[src/rtl/bin16_to_ascii_dec.sv]
// Registered 16-bit unsigned binary to 7-character ASCII decimal field converter.
// Optional macro BLANK_LEADING_ZEROS_EN replaces leading zero digits (char1..char4) with PAD_CHAR.
module bin16_to_ascii_dec #(
   parameter logic [6:0] PAD_CHAR   = 7'h20,
   parameter logic [6:0] DIGIT_BASE = 7'h30
) (
   input  logic        clk,
   input  logic        reset,
   input  logic        in_valid,
   input  logic [15:0] input_val,
   output logic [48:0] packed_val,
   output logic        out_valid
);

   logic [19:0] bcd;
   logic [3:0]  digit [5];
   logic [6:0]  chars [7];
   logic [48:0] field;
   logic [48:0] packed_val_d, packed_val_q;
   logic        out_valid_d, out_valid_q;

   // Shift-add-3 over all 16 input bits; the top 20 bits end up holding five BCD digits.
   always_comb begin
      logic [35:0] work;
      work = {20'd0, input_val};
      for (int i = 0; i < 16; i++) begin
         for (int d = 0; d < 5; d++) begin
            if (work[16 + 4*d +: 4] >= 4'd5) begin
               work[16 + 4*d +: 4] = work[16 + 4*d +: 4] + 4'd3;
            end
         end
         work = {work[34:0], 1'b0};
      end
      bcd = work[35:16];
   end

   // digit[0] is ten-thousands, digit[4] is units.
   always_comb begin
      for (int k = 0; k < 5; k++) begin
         digit[k] = bcd[4*(4-k) +: 4];
      end
   end

   always_comb begin
`ifdef BLANK_LEADING_ZEROS_EN
      logic leading;
      leading = 1'b1;
`endif
      for (int c = 0; c < 7; c++) begin
         chars[c] = PAD_CHAR;
      end
      for (int k = 0; k < 4; k++) begin
`ifdef BLANK_LEADING_ZEROS_EN
         if (leading && (digit[k] == 4'd0)) begin
            chars[k+1] = PAD_CHAR;
         end else begin
            leading    = 1'b0;
            chars[k+1] = DIGIT_BASE + {3'd0, digit[k]};
         end
`else
         chars[k+1] = DIGIT_BASE + {3'd0, digit[k]};
`endif
      end
      // Units cell always shows a digit so zero renders as '0'.
      chars[5] = DIGIT_BASE + {3'd0, digit[4]};
      field = {chars[0], chars[1], chars[2], chars[3], chars[4], chars[5], chars[6]};
   end

   always_comb begin
      packed_val_d = packed_val_q;
      out_valid_d  = 1'b0;
      if (in_valid) begin
         packed_val_d = field;
         out_valid_d  = 1'b1;
      end
   end

   always_ff @(posedge clk) begin
      if (reset) begin
         packed_val_q <= {7{PAD_CHAR}};
         out_valid_q  <= 1'b0;
      end else begin
         packed_val_q <= packed_val_d;
         out_valid_q  <= out_valid_d;
      end
   end

   assign packed_val = packed_val_q;
   assign out_valid  = out_valid_q;

endmodule

[config.mk]
export PLATFORM = sky130hd
export DESIGN_NAME = bin16_to_ascii_dec
export DESIGN_NICKNAME = d
export VERILOG_FILES = /design/src/rtl/bin16_to_ascii_dec.sv
export SDC_FILE = /design/constraint.sdc
export NUM_CORES = 1
export LEC_CHECK = 0
export CAP_MARGIN = 20
export CORE_MARGIN = 5
export CORE_UTILIZATION = 30
export CTS_BUF_LIST = sky130_fd_sc_hd__clkbuf_8
export DETAILED_ROUTE_END_ITERATION = 6
export PLACE_DENSITY = 0.47
export SLEW_MARGIN = 40
export SYNTH_ARGS = -nofsm -noshare
export SYNTH_HDL_FRONTEND = slang
export SYNTH_SLANG_ARGS = --single-unit
[constraint.sdc]
create_clock -name clk -period 19.1 [get_ports clk]
set_clock_uncertainty 0.1 [all_clocks]
set_input_delay 5.73 -clock clk [delete_from_list [all_inputs] [get_ports clk]]
set_output_delay 5.73 -clock clk [all_outputs]
set_load 0.01 [all_outputs]
==> flow_summary.json <==
{
  "final_nets": 943,
  "worst_slack_ns": 2.06,
  "die_width_um": 158,
  "io_pins": 69,
  "clk_path_buf_depth": 2,
  "grt_max_degree": 32,
  "timing.rr.end": "packed_val[29]",
  "globalplace.congestion": 0.825,
  "use_met1_pct": 19.4,
  "fin_setup_tns_ns": 0,
  "antenna_found_initial": 0,
  "crit_cells": 48,
  "critPathMaxFanout": 11,
  "final_common_cell": "nor2_1",
  "die_h_um": 158,
  "cts_setup_buffers": 0,
  "grt_pass1_wl_mm": 29.8,
  "crit_path_frequent_cell": "ha_1",
  "cts_tree": "yes",
  "slew_headroom_pct": 47.0,
  "via_per_inst": 5.74,
  "vias": 6768,
  "layout_common_cells": "nor2_1, nand2_1, o21ai_0",
  "drive_gt1_share_pct": 12.4,
  "wl_mm": 17.7,
  "drt_iter0_markers": 351,
  "period_share_pct": 89.2,
  "ys_seq_elements": 22,
  "tightest_slew_ns": 0.796,
  "finalSetupViolCount": 0,
  "cts.clk_slew.worst_paths_ns": 0.08,
  "grt_overflow_total": 0,
  "regToRegStartpoint": "packed_val[29]",
  "die_area_um2": 25000,
  "drc_errors": 0,
  "finalHoldViolCount": 0,
  "cp_data_required_time_ns": 19.13,
  "portBuffers": 44,
  "clkSinkCount": 22,
  "rsz0062_at_grt": "false",
  "grt_pass1_vias": 6287,
  "reg2reg_depth": 3,
  "critPathKind": "in2reg",
  "area_delta_synth_final_pct": 8.83,
  "cts.repair.resized": 0,
  "status": "completed",
  "worstSetupEndpoint": "packed_val[36]",
  "hold_class": "reg2reg",
  "ys.flop_type": "dfxtp_1",
  "n_antenna_cell": 0,
  "max_stage_delay_ns": 0.53,
  "cts_root_buffer": "clkbuf_8",
  "synth_edf_count": 0,
  "fin_crit_ns": 17.04,
  "syn_area_um2": 6590,
  "drtAntennaViolNets": 0,
  "drtPass1Iterations": 5,
  "hpwl_mm": 13.4,
  "syn_area_per_cell_um2": 7.36,
  "fin_area_um2": 7170,
  "grt_use_met3_pct": 0.847,
  "placed_area_um2": 7100,
  "htreeDepth": 1,
  "grt_use_total_pct": 13.4,
  "crit_slowest_cell": "clkdlybuf4s50_1",
  "reg2reg_slack_ns": 18.09,
  "yosys_warnings": 0,
  "core-area_um2": 21800,
  "cp_num_buf_inv": 8,
  "rows": 54,
  "initial_core_util_pct": 30.3,
  "crit_family": "compound AO/OA/AOI/OAI gates",
  "numCtsBuffers": 3,
  "met2_usage_pct": 22.6,
  "critPathArrivalTime_ns": 17.07,
  "synth.distinct_cells": 130,
  "synth_seq_area_share_pct": 6.68,
  "synthArstFlopShare_pct": 0,
  "wl_per_cell_um": 15.0,
  "max_freq_mhz": 58.7,
  "hold_slack_ns": 0.383,
  "clk_latency_ns": 0.26,
  "netlist_instances": 895,
  "crit_path_end_kind": "flop",
  "drv_cap": 0,
  "crit_path_start": "input_val[14]",
  "gr-max-usage-layer": "met2",
  "pre_cts_slack_ns": 1.58,
  "final-max-slew-violation-count": 0,
  "start_kind": "primary input",
  "postCtsHoldBufs": 0
}
==> registers in the layout (all words and copies together), names as in the netlist <==
register	count
packed_val	21
out_valid	1
==> per-stage QoR <==
step / utilization [%] / cells
detailed placement: 32.6 / 1176
CTS: 33.0 / 1180
floorplan: - / 917
global route: 33.0 / 1180
global placement: 32.6 / 1176
finish: 33.0 / 1180
==> cells in the mapped netlist, types with 5 or more instances <==
master / instances / area share (%)
nand4_1: 8 / 0.76
ha_1: 23 / 4.4
o211a_1: 7 / 1.1
and2_1: 6 / 0.57
a311oi_1: 10 / 1.3
a21oi_2: 5 / 0.66
nor2_1: 97 / 5.5
nor4_1: 11 / 1.0
nor3_1: 20 / 1.5
clkbuf_1: 24 / 1.4
a211o_1: 10 / 1.3
buf_2: 10 / 0.76
a22oi_1: 5 / 0.57
o32ai_1: 5 / 0.66
mux2i_1: 27 / 4.1
o211ai_1: 27 / 3.1
buf_4: 29 / 3.3
nand2b_1: 14 / 1.3
o32a_1: 8 / 1.2
o22ai_1: 11 / 1.0
clkinv_1: 5 / 0.28
a32o_1: 7 / 1.1
nor2b_1: 9 / 0.85
a221oi_1: 5 / 0.66
nand2_1: 65 / 3.7
or3_1: 7 / 0.66
o21ai_1: 10 / 0.76
dfxtp_1: 22 / 6.7
xnor2_2: 6 / 1.5
a21o_1: 13 / 1.5
o2bb2ai_1: 5 / 0.66
a21oi_1: 49 / 3.7
xnor2_1: 13 / 1.7
a211oi_1: 17 / 1.9
nand3_1: 24 / 1.8
mux2_2: 12 / 2.1
a31oi_1: 18 / 1.7
inv_1: 31 / 1.8
o21ai_0: 51 / 3.9
o21a_1: 12 / 1.4
a2bb2oi_1: 5 / 0.66
==> worst min-delay path, stage by stage, from the launching register on <==
cell	delay [ns]
dfxtp_1	0.33
nand2_1	0.06
nand3_1	0.05
==> worst min path at each step <==
| stage | end | start | cells past startpoint |
|---|---|---|---|
| finish | packed_val[30] | packed_val[30] | 2 |
| detailed placement | packed_val[30] | packed_val[30] | 2 |
| floorplan | packed_val[30] | packed_val[30] | 2 |
| global route | packed_val[28] | packed_val[28] | 2 |
| CTS | packed_val[30] | packed_val[30] | 2 |
| global placement | packed_val[22] | packed_val[22] | 1 |
==> final cells by class <==
type	instances	area, um^2
Fill cell	2351	14600
Multi-Input combinational cell	787	5700
Timing Repair Buffer	47	453
Sequential cell	22	440
Tap cell	280	350
Inverter	40	151
Clock buffer	3	41.3
Clock inverter	1	30.0
==> cell families after synthesis <==
| family | share of synthesized area (%) |
|---|---|
| compound gates | 45.3 |
| xor+xnor | 4.35 |
| fa+ha+maj | 4.52 |
| buf+inv | 8.36 |
| flops | 6.68 |
| mux | 7.61 |
| other cells | 0.114 |
| simple gates | 23.0 |
==> per-layer routing <==
metal  vias to the layer above  share of wire (%)
li1                       3469                  -
met3                         8                2.7
met5                         -                  0
met2                       105                 46
met1                      3186                 51
met4                         0               0.67
Power is left out: the tool's default activity adds up to more than one toggle a clock period on the data nets, which glitch-free logic cannot reach.
